$ cat src/rtl/opcode_fetch_fifo.sv
// -----------------------------------------------------------------------------
// opcode_fetch_fifo
//
// Show-ahead FIFO between the instruction source and the combinational
// opcode-type decoder. The head entry is always presented on out_opcode.
// out_opcode is forced to zero whenever the FIFO is empty.
//
// A synchronous flush handles pipeline redirects. A sticky drop_err flags any
// attempt by the producer to present data while the FIFO is full.
//
// All outputs come straight from registers. Each register is loaded with the
// value that the output must show after the edge. This means no path exists
// from in_valid or out_ready to any output.
//
// Ports
//   clk        : rising-edge clock
//   rst_n      : asynchronous active-low reset
//   flush      : synchronous clear of all entries and of drop_err
//   in_valid   : producer has an opcode on in_opcode
//   in_opcode  : opcode to enqueue
//   in_ready   : FIFO can accept (count != DEPTH)
//   out_valid  : head entry available (count != 0)
//   out_opcode : head entry, zero when out_valid = 0
//   out_ready  : decoder consumes the head this cycle
//   count      : current occupancy, 0..DEPTH
//   drop_err   : sticky, set when in_valid = 1 while in_ready = 0
// -----------------------------------------------------------------------------
module opcode_fetch_fifo #(
    parameter int DATA_W = 4,
    parameter int DEPTH  = 4,
    localparam int CNT_W = $clog2(DEPTH) + 1
) (
    input  logic              clk,
    input  logic              rst_n,
    input  logic              flush,
    input  logic              in_valid,
    input  logic [DATA_W-1:0] in_opcode,
    output logic              in_ready,
    output logic              out_valid,
    output logic [DATA_W-1:0] out_opcode,
    input  logic              out_ready,
    output logic [CNT_W-1:0]  count,
    output logic              drop_err
);

    localparam int PTR_W = $clog2(DEPTH);

    logic [DATA_W-1:0] mem_r [DEPTH];
    logic [PTR_W-1:0]  wr_ptr_r;
    logic [PTR_W-1:0]  rd_ptr_r;
    logic [CNT_W-1:0]  count_r;
    logic              drop_err_r;
    logic              in_ready_r;
    logic              out_valid_r;
    logic [DATA_W-1:0] out_opcode_r;

    logic              push_s;
    logic              pop_s;
    logic [PTR_W-1:0]  wr_ptr_nxt_s;
    logic [PTR_W-1:0]  rd_ptr_nxt_s;
    logic [CNT_W-1:0]  count_nxt_s;
    logic              drop_err_nxt_s;
    logic              in_ready_nxt_s;
    logic              out_valid_nxt_s;
    logic [DATA_W-1:0] head_nxt_s;

    // Handshakes qualified by the registered flags only
    always_comb begin
        push_s = in_valid & in_ready_r;
        pop_s  = out_valid_r & out_ready;
    end

    // Next-state computation for pointers, count, sticky error and output flags
    always_comb begin
        wr_ptr_nxt_s   = wr_ptr_r;
        rd_ptr_nxt_s   = rd_ptr_r;
        count_nxt_s    = count_r;
        drop_err_nxt_s = drop_err_r;
        head_nxt_s     = {DATA_W{1'b0}};

        if (flush) begin
            wr_ptr_nxt_s   = {PTR_W{1'b0}};
            rd_ptr_nxt_s   = {PTR_W{1'b0}};
            count_nxt_s    = {CNT_W{1'b0}};
            drop_err_nxt_s = 1'b0;
        end else begin
            if (push_s) begin
                wr_ptr_nxt_s = wr_ptr_r + PTR_W'(1);
            end else begin
                wr_ptr_nxt_s = wr_ptr_r;
            end

            if (pop_s) begin
                rd_ptr_nxt_s = rd_ptr_r + PTR_W'(1);
            end else begin
                rd_ptr_nxt_s = rd_ptr_r;
            end

            case ({push_s, pop_s})
                2'b10:   count_nxt_s = count_r + CNT_W'(1);
                2'b01:   count_nxt_s = count_r - CNT_W'(1);
                default: count_nxt_s = count_r;
            endcase

            // A rejected push discards the data; only the sticky flag records it
            if (in_valid & ~in_ready_r) begin
                drop_err_nxt_s = 1'b1;
            end else begin
                drop_err_nxt_s = drop_err_r;
            end
        end

        in_ready_nxt_s  = (count_nxt_s != CNT_W'(DEPTH));
        out_valid_nxt_s = (count_nxt_s != {CNT_W{1'b0}});

        // Head after the edge. When the FIFO is empty, or when its only entry
        // leaves this cycle, the new head is the opcode being pushed now. In
        // every other case the new head already sits in the array.
        if (flush || (count_nxt_s == {CNT_W{1'b0}})) begin
            head_nxt_s = {DATA_W{1'b0}};
        end else if ((count_r == {CNT_W{1'b0}}) ||
                     ((count_r == CNT_W'(1)) && pop_s)) begin
            head_nxt_s = in_opcode;
        end else begin
            head_nxt_s = mem_r[rd_ptr_nxt_s];
        end
    end

    // Entry storage; a flush leaves contents as don't-care
    always_ff @(posedge clk or negedge rst_n) begin
        if (!rst_n) begin
            for (int i = 0; i < DEPTH; i++) begin
                mem_r[i] <= {DATA_W{1'b0}};
            end
        end else if (push_s && !flush) begin
            mem_r[wr_ptr_r] <= in_opcode;
        end
    end

    // Control state and registered outputs
    always_ff @(posedge clk or negedge rst_n) begin
        if (!rst_n) begin
            wr_ptr_r     <= {PTR_W{1'b0}};
            rd_ptr_r     <= {PTR_W{1'b0}};
            count_r      <= {CNT_W{1'b0}};
            drop_err_r   <= 1'b0;
            in_ready_r   <= 1'b1;
            out_valid_r  <= 1'b0;
            out_opcode_r <= {DATA_W{1'b0}};
        end else begin
            wr_ptr_r     <= wr_ptr_nxt_s;
            rd_ptr_r     <= rd_ptr_nxt_s;
            count_r      <= count_nxt_s;
            drop_err_r   <= drop_err_nxt_s;
            in_ready_r   <= in_ready_nxt_s;
            out_valid_r  <= out_valid_nxt_s;
            out_opcode_r <= head_nxt_s;
        end
    end

    assign in_ready   = in_ready_r;
    assign out_valid  = out_valid_r;
    assign out_opcode = out_opcode_r;
    assign count      = count_r;
    assign drop_err   = drop_err_r;

endmodule
$ cat config.mk
export PLATFORM = sky130hd
export DESIGN_NAME = opcode_fetch_fifo
export DESIGN_NICKNAME = d
export VERILOG_FILES = /design/src/rtl/opcode_fetch_fifo.sv
export SDC_FILE = /design/constraint.sdc
export NUM_CORES = 1
export LEC_CHECK = 0
export CORE_MARGIN = 3
export CORE_UTILIZATION = 55
export CTS_BUF_LIST = sky130_fd_sc_hd__clkbuf_4
export DETAILED_ROUTE_END_ITERATION = 8
export PLACE_DENSITY = 0.82
export SLEW_MARGIN = 20
export SYNTH_ARGS = -nofsm -noshare
export SYNTH_HDL_FRONTEND = slang
export SYNTH_SLANG_ARGS = --single-unit
$ cat constraint.sdc
create_clock -name clk -period 5.05 [get_ports clk]
set_input_delay 0.505 -clock clk [delete_from_list [all_inputs] [get_ports clk]]
set_output_delay 0.505 -clock clk [all_outputs]
set_load 0.01 [all_outputs]
* Word-level counts from Yosys, hierarchy flattened
Index checks and enable logic that the tools add are counted.
Widths: inputs -> output; s select.
** Word-level totals
- Register bits after elaboration :: 30
- Input bits :: 9
- Output and inout port bits :: 10
- Word-level logic and storage cells :: 55
** Operators by class
- $add $sub $neg :: 4
- Order comparisons :: 3
- Eq/ne operators :: 4
- Muxes and demuxes :: 16
- Bitwise operators :: 6
- Reduce and logical (&&, ||, !) cells :: 11
** Operators with widths (count)
- $mux 4 :: 5
- $bwmux 16 :: 1
- $bmux 4 s2 :: 1
- $demux 4 s2 :: 1
- $mux 2 :: 4
- $ge 3x3->1 const B :: 2
- $logic_not 3->1 :: 2
- $not 2->3 :: 2
- $pmux 3 s2 :: 1
- $add 2x1->2 const B :: 2
- $reduce_bool 2->1 :: 2
- $add 3x1->3 const B :: 1
- $and 1x1->1 :: 3
- $eq 3x1->1 const B :: 1
- $logic_and 1x1->1 :: 3
- $lt 3x1->1 const B :: 1
- $mux 3 :: 1
- $ne 3x3->1 const B :: 1
- $reduce_bool 3->1 :: 1
- $sub 3x1->3 const B :: 1
- $eq 2x1->1 const B :: 1
- $eq 2x2->1 const B :: 1
- $logic_or 1x1->1 :: 2
- $mux 1 :: 2
- other kinds (2) :: 2

* Longest topological paths before layout
Gate-level depths: netlist of run 1.
- Depth in word-level cells :: 9
- Depth in mapped cells :: 7
- Mapped depth without buffers :: 7

* Worst setup path before layout of run 1
OpenSTA, ideal clock, no wires.
- Path type :: in2reg
- From :: in out_ready
- To :: reg out_opcode_r[0], in the netlist out_opcode[0]
- Library setup time :: 122 ps
- Arrival :: 1657 ps
- Data required time :: 4928 ps
- Path slack :: 3271 ps
- Stages on the path :: 5
- Path buffers :: 0
- Cells stage by stage :: nand3_1 > xor2_1 > nor2_1 > mux2_2 > a2111oi_1
** On the way
- Word-level cells in the longest chain between the ends :: 9
- Elaborated cells between the ends (all ways) :: 17
- Those cells by class :: eq/ne: 2; mux: 9; bitwise: 2; reduce/logical: 4
** Ends and longest elaborated chain
- start, declared :: line 41 : input logic out_ready,
- $and 1x1->1 :: line 70 : pop_s = out_valid_r & out_ready;
- $mux 2 :: line 93 : if (pop_s) begin
- $mux 2 :: line 81 : if (flush) begin
- net rd_ptr_nxt_s[1] :: line 60 : logic [PTR_W-1:0] rd_ptr_nxt_s;
- $not 2->3 (implied by the code) :: line 125 : head_nxt_s = mem_r[rd_ptr_nxt_s];
- $bmux 4 s2 :: line 125
- $mux 4 (implied by the code) (2 in series) :: line 125
- $mux 4 :: line 121 : end else if ((count_r == {CNT_W{1'b0}}) ||
- $mux 4 :: line 119 : if (flush || (count_nxt_s == {CNT_W{1'b0}})) begin
- net head_nxt_s[0] :: line 65 : logic [DATA_W-1:0] head_nxt_s;
- end signal, assigned :: line 149 : out_opcode_r <= {DATA_W{1'b0}};
- end signal, assigned :: line 157 : out_opcode_r <= head_nxt_s;
- end, declared :: line 55 : logic [DATA_W-1:0] out_opcode_r;
The timed path passes the listed nets, and every way through them passes these cells. The select of a mux whose other input is x is not followed.
A chain may end at the register's enable or synchronous reset.

* Final worst setup path of run 1
- From :: in flush
- To :: reg out_opcode_r[2], in the netlist out_opcode[2]
** On the way
- Word-level cells in the longest chain between the ends :: 7
- Elaborated cells between the ends (all ways) :: 10
- Those cells by class :: mux: 7; bitwise: 1; reduce/logical: 2
** Ends and longest elaborated chain
- start, declared :: line 35 : input logic flush,
- $mux 2 :: line 81
- net rd_ptr_nxt_s[1] :: line 60
- $not 2->3 (implied by the code) :: line 125
- $bmux 4 s2 :: line 125
- $mux 4 (implied by the code) (2 in series) :: line 125
- $mux 4 :: line 121
- $mux 4 :: line 119
- net head_nxt_s[2] :: line 65
The timed path passes the listed nets, and every way through them passes these cells. The select of a mux whose other input is x is not followed.

==> flow_summary.json, run 1 <==
{
  "rsz0062_at_grt": "no",
  "num_antenna_cells": 0,
  "dp_slack_ns": 2.44,
  "clock_skew_ns": 0.0146,
  "clockRootBuffer": "clkbuf_4",
  "internal_power_mw": 0.566,
  "r2r-start": "in_ready",
  "postCtsHoldBufs": 0,
  "route.detailed.drc": 0,
  "numPortBuffers": 18,
  "hold_class": "reg -> reg",
  "cts_num_sinks": 30,
  "die_w_um": 58.5,
  "layout_min_cycle_time_ns": 2.27,
  "gr-total-overflow": 0,
  "vias": 979,
  "drive_gt1_share_pct": 19.0,
  "ys_ff_latch": 30,
  "p_total_mw": 0.866,
  "reg2reg_to": "out_opcode[2]",
  "startpoint": "flush",
  "leakage_nw": 0.819,
  "wl_per_cell_um": 15.8,
  "yosysUniqueCellTypes": 30,
  "finish.utilization_pct": 69.4,
  "die_h_um": 58.5,
  "fin_area_mm2": 0.00177,
  "p_seq_share_pct": 43.6,
  "netlist_area_mm2": 0.00152,
  "worstSetupPathType": "in -> reg",
  "instances_no_fill": 177,
  "clock_latency_ns": 0.33,
  "status": "finished, final reports clean",
  "dp_hpwl_mm": 2.12,
  "groute.usage.overall_pct": 19.4,
  "syn_area_per_cell_um2": 12.2,
  "htreeDepth": 2,
  "r2r_setup_slack_ns": 3.08,
  "ir_drop_mv": 0.322,
  "dp.cells": 169,
  "slowest_stage": "clkdlybuf4s50_1",
  "post_cts_buffers": 0,
  "setup_slack_ns": 2.78,
  "dieArea_mm2": 0.00343,
  "ios": 19,
  "setup_tns_ns": 0,
  "clk_pin_slew_ns": 0.08,
  "finalCritPeriodShare_pct": 45.0,
  "cts_tree": "yes",
  "dpl_cell_area_mm2": 0.00171,
  "p_per_area_mw_per_mm2": 490,
  "endpoint": "out_opcode[2]",
  "drtIter0Drc": 29,
  "holdWs_ns": 0.496,
  "synth_nets": 141,
  "crit_arrival_ns": 2.46,
  "gp_congestion": 0.780,
  "required_ns": 5.23,
  "cp-end-kind": "flop",
  "coreArea_mm2": 0.00254,
  "placementRows": 18,
  "numCtsBuffers": 5,
  "swShare_pct": 34.6,
  "max_freq_mhz": 440,
  "path_cells": "clkdlybuf4s50_1 > nor2_1 > mux2_2 > a2111oi_1",
  "antenna_left": 0,
  "synthCells": 124,
  "drt_pass1_iterations": 4,
  "maxSlewViolCount": 0,
  "initial_core_util_pct": 59.6,
  "power.switching_mw": 0.299,
  "grt_pass1_vias": 1022,
  "grt_pass1_wl_mm": 4.82,
  "hold_viol_final": 0,
  "antenna_found_initial": 0,
  "via_per_inst": 5.53,
  "fin_nets": 163,
  "p_comb_share_pct": 40.6,
  "setup_violations": 0,
  "cts_max_path_buffers": 2,
  "worstPathMaxFanout": 14,
  "critPathLaunchType": "primary input",
  "drt-total-wl_mm": 2.80,
  "maxCapViolations": 0,
  "slew_headroom_pct": 65.0,
  "ys_warn_count": 0,
  "critPathMaxStageDelay_ns": 0.67,
  "pwr-share-clk_pct": 15.8,
  "ff2ff_path_depth": 5,
  "grt_max_degree": 31,
  "syn2layout_area_growth_pct": 16.4,
  "yosysSeqAreaShare_pct": 49.5,
  "worst_slew_pin_slew_ns": 0.524,
  "cts_resized": 0
}
[per-layer routing]
metal | global-route usage (%) | part of all wire [%]
met1 | 26.5 | 45
met2 | 29.7 | 50
met3 | 5.26 | 4.4
met4 | 6.95 | 0.96
met5 | 0 | 0
[layout make-up]
class	count	area (um^2)
multi-input combinational	83	709
sequential	30	752
inverter	7	26.3
fill	200	778
clock inverter	2	8.76
tap	30	37.5
clock buffer	6	45.0
timing repair buffer	19	188
[sequential cells by signal, indices dropped and copies added, names as in the netlist]
register / count
mem_r: 16
out_opcode: 4
count: 3
rd_ptr_r: 2
wr_ptr_r: 2
drop_err: 1
in_ready: 1
out_valid: 1
[synthesized netlist by cell type (all sizes together)]
cell type,n,area (um^2)
o22ai,1,12.5
a21bo,1,10.0
xnor2,4,35.0
a2111oi,4,40.0
or3b,1,8.76
mux2,20,225
a21oi,4,20.0
mux2i,9,90.1
a21boi,1,7.51
buf,2,22.5
dfstp,1,26.3
nand3b,1,7.51
clkbuf,2,7.51
nand2,7,28.8
ha,8,100
nand3,2,10.0
xor2,1,8.76
and2,1,6.26
and3,1,6.26
nor2b,3,18.8
nor3,1,10.0
dfrtp,29,726
or2,1,6.26
a21o,1,7.51
nor2,9,33.8
inv,7,26.3
o21ai,1,5.00
maj3,1,11.3
[worst min-delay path by stage]
stage                     depth (start not counted)       from  slack, ns   endpoint
after floorplan                                   0      rst_n       0.21   count[0]
after CTS                                         1  mem_r[14]       0.50  mem_r[14]
after detailed placement                          1  mem_r[14]       0.48  mem_r[14]
after global routing                              1  mem_r[14]       0.52  mem_r[14]
final                                             1  mem_r[14]       0.50  mem_r[14]
after global placement                            1   mem_r[1]       0.48   mem_r[1]
[power groups by stage]
stage | Clock, mW | Sequential (mW) | Combinational (mW)
after floorplan | 0 | 0.376 | 0.244
after global placement | 0 | 0.376 | 0.342
after detailed placement | 0 | 0.382 | 0.353
after CTS | 0.142 | 0.377 | 0.357
after global routing | 0.151 | 0.388 | 0.392
final | 0.137 | 0.378 | 0.351
[cell families after synthesis]
family	count (synthesis)	synth area share, %
buffers and inverters	11	3.71
adders and majority gates	9	7.34
DFF	30	49.5
and+or+nand+nor	27	8.99
xor gates and xnor gates	5	2.89
AOI/OAI and AO/OA	13	6.76
muxes	29	20.8
[critical path: cells and delay by family]
family                 cells  cell delay (ns)
buffers and inverters      1             0.67
AO/OA/AOI/OAI              1             0.42
multiplexers               1             0.39
AND/OR/NAND/NOR            1             0.46
[cells in the final DEF (no fill, tap or decap), drive strengths merged, types with 2 or more instances in the layout]
| cell | netlist | routed |
|---|---|---|
| dfrtp | 29 | 29 |
| mux2 | 20 | 20 |
| clkdlybuf4s50 | 0 | 18 |
| nor2 | 9 | 9 |
| mux2i | 9 | 9 |
| ha | 8 | 8 |
| inv | 7 | 7 |
| nand2 | 7 | 7 |
| clkbuf | 2 | 6 |
| xnor2 | 4 | 4 |
| a21oi | 4 | 4 |
| a2111oi | 4 | 4 |
| nor2b | 3 | 3 |
| nand3 | 2 | 2 |
| clkinv | 0 | 2 |
(Power assumes the default switching activity.)
==> inputs of run 2 (changes only) <==
--- a/config.mk
+++ b/config.mk
@@ -6,10 +6,10 @@
 export NUM_CORES = 1
 export LEC_CHECK = 0
 export CORE_MARGIN = 3
-export CORE_UTILIZATION = 55
+export CORE_UTILIZATION = 51
 export CTS_BUF_LIST = sky130_fd_sc_hd__clkbuf_4
 export DETAILED_ROUTE_END_ITERATION = 8
-export PLACE_DENSITY = 0.82
+export PLACE_DENSITY = 0.8
 export SLEW_MARGIN = 20
 export SYNTH_ARGS = -nofsm -noshare
 export SYNTH_HDL_FRONTEND = slang
==> constraint.sdc (replaced) <==
create_clock -name clk -period 1.9 [get_ports clk]
set_input_delay 0.19 -clock clk [delete_from_list [all_inputs] [get_ports clk]]
set_output_delay 0.19 -clock clk [all_outputs]
set_load 0.01 [all_outputs]
==> run 2 against run 1 <==
Non-clock buffer count increased by 10. First-iteration DRC count increased by 41%. Register-to-register slack got worse by 3.0 ns. Critical path depth increased by 2. Global-route usage increased by 0.70 points. Cell count increased by 6.2%. Sequential share of layout area decreased by 3.3 points. Sequential power increased to 2.6 times the previous value. Utilization decreased by 1.1 points. Wire length increased by 6.7%. Critical endpoint is now in_ready. Largest power group is now combinational logic.
==> flow_summary.json, run 2 (same netlist as run 1, synthesis figures left out) <==
{
  "status": "finished, final reports clean",
  "antenna_left": 0,
  "die_w_um": 60.6,
  "drt_pass1_iterations": 3,
  "cts_max_path_buffers": 2,
  "setup_tns_ns": 0,
  "p_total_mw": 2.52,
  "worstSetupPathType": "reg -> reg",
  "ir_drop_mv": 0.656,
  "max_freq_mhz": 547,
  "drt-total-wl_mm": 2.99,
  "grt_pass1_wl_mm": 5.15,
  "swShare_pct": 34.9,
  "vias": 1010,
  "p_per_area_mw_per_mm2": 1320,
  "worstPathMaxFanout": 4,
  "coreArea_mm2": 0.00281,
  "mostFrequentLayoutCells": "dfrtp_1 (29), clkdlybuf4s50_1 (18), mux2_2 (15), buf_4 (11), nor2_1 (9)",
  "htreeDepth": 2,
  "placementRows": 19,
  "antenna_found_initial": 0,
  "drive_gt1_share_pct": 33.1,
  "fillers": 210,
  "clk_pin_slew_ns": 0.09,
  "finalCritPeriodShare_pct": 96.2,
  "dp_hpwl_mm": 2.11,
  "setup_violations": 0,
  "grt_max_degree": 31,
  "power.switching_mw": 0.881,
  "slew_headroom_pct": 75.2,
  "route.detailed.drc": 0,
  "finish.utilization_pct": 68.3,
  "slowest_stage": "dfrtp_1",
  "clock_skew_ns": 0.00296,
  "maxSlewViolCount": 0,
  "drtIter0Drc": 41,
  "dieArea_mm2": 0.00367,
  "leakage_nw": 0.897,
  "grt_pass1_vias": 1073,
  "via_per_inst": 5.37,
  "seqCellArea_um2": 752,
  "die_h_um": 60.6,
  "numPortBuffers": 18,
  "initial_core_util_pct": 54.1,
  "ios": 19,
  "dp_slack_ns": -0.299,
  "largest_register_ffs": 16,
  "syn2layout_area_growth_pct": 26.2,
  "crit_arrival_ns": 2.08,
  "setup_slack_ns": 0.0726,
  "critPathMaxStageDelay_ns": 0.43,
  "cp-end-kind": "flop",
  "cts_num_sinks": 30,
  "clock_latency_ns": 0.33,
  "gp_congestion": 0.762,
  "top_register": "mem_r",
  "path_cells": "ha_1 > and3_1 > mux2i_2 > xnor2_2 > nor2b_4 > or3b_4",
  "numCtsBuffers": 5,
  "clockRootBuffer": "clkbuf_4",
  "postCtsHoldBufs": 0,
  "groute.usage.overall_pct": 20.1,
  "final_common_cell": "dfrtp_1",
  "internal_power_mw": 1.64,
  "maxCapViolations": 0,
  "pwr-share-clk_pct": 14.4,
  "instances_no_fill": 188,
  "worst_slew_pin_slew_ns": 0.372,
  "wl_per_cell_um": 15.9,
  "dp.cells": 178,
  "fin_nets": 173,
  "p_comb_share_pct": 46.1,
  "gr-total-overflow": 0,
  "hold_viol_final": 0,
  "critPathLaunchType": "flop",
  "layout_min_cycle_time_ns": 1.83,
  "p_seq_share_pct": 39.6,
  "num_antenna_cells": 0,
  "required_ns": 2.16,
  "cts_tree": "yes",
  "hold_class": "in -> async",
  "multiInputGateArea_um2": 782
}
==> run 2: cell types whose count changed in the layout (fill, tap and decap cells not counted), sizes merged <==
cell	before	now
buf	1	11
==> run 2: metrics by stage <==
step / hold WS [ns] / instance area (um^2)
floorplan: -0.106 / 1520
CTS: 0.255 / 1830
detailed placement: 0.483 / 1770
finish: 0.278 / 1920
global route: 0.263 / 1920
global placement: 0.475 / 1770
==> run 2: power by group through the flow <==
stage | Combinational (mW) | Clock [mW] | Sequential, mW
after CTS | 1.02 | 0.386 | 0.993
final | 1.16 | 0.362 | 0.999
after detailed placement | 0.993 | 0 | 1.00
after global routing | 1.28 | 0.423 | 1.02
after floorplan | 0.649 | 0 | 1.00
after global placement | 0.957 | 0 | 0.987
==> run 2: final cells by class <==
| type | count | area share, % |
|---|---|---|
| clock inverters | 2 | 0.457 |
| flip-flops and latches | 30 | 39.3 |
| repair buffers | 29 | 13.7 |
| multi-input cells | 83 | 40.8 |
| clock buffers | 6 | 2.35 |
| well taps | 31 | 2.02 |
| inverters | 7 | 1.37 |
==> run 2: worst paths after layout <==
check | slack (ns) | end | startpoint | cells past startpoint
worst max register to register | 0.07 | in_ready | count[0] | 6
max in group asynchronous | 1.31 | in_ready | rst_n | 2
worst min-delay path | 0.28 | mem_r[14] | rst_n | 2
worst max-delay path | 0.07 | in_ready | count[0] | 6
min in group clk | 0.50 | mem_r[0] | mem_r[0] | 1
worst min register to register | 0.50 | mem_r[0] | mem_r[0] | 1
==> run 2: worst max-delay path, delay by kind of cell (launching register included) <==
family | cells | cell delay, ns
xor gates and xnor gates | 1 | 0.17
DFF | 1 | 0.43
and+or+nand+nor | 3 | 0.74
adders and majority gates | 1 | 0.21
muxes | 1 | 0.21
==> run 2: timing repair <==
action	4_1_cts	5_1_grt
endpoints found under the setup margin	2	6
gates resized for setup	2	16
setup buffers	0	2
pin swaps	1	1
==> run 2: per-layer routing <==
layer  GRT usage, %  routed length [um]  up-vias
li1               -                   -      493
met3           7.02                 119        7
met2           32.4                1490       15
met4           9.60                  61        0
met1           24.1                1320      495
met5              0                   0        -
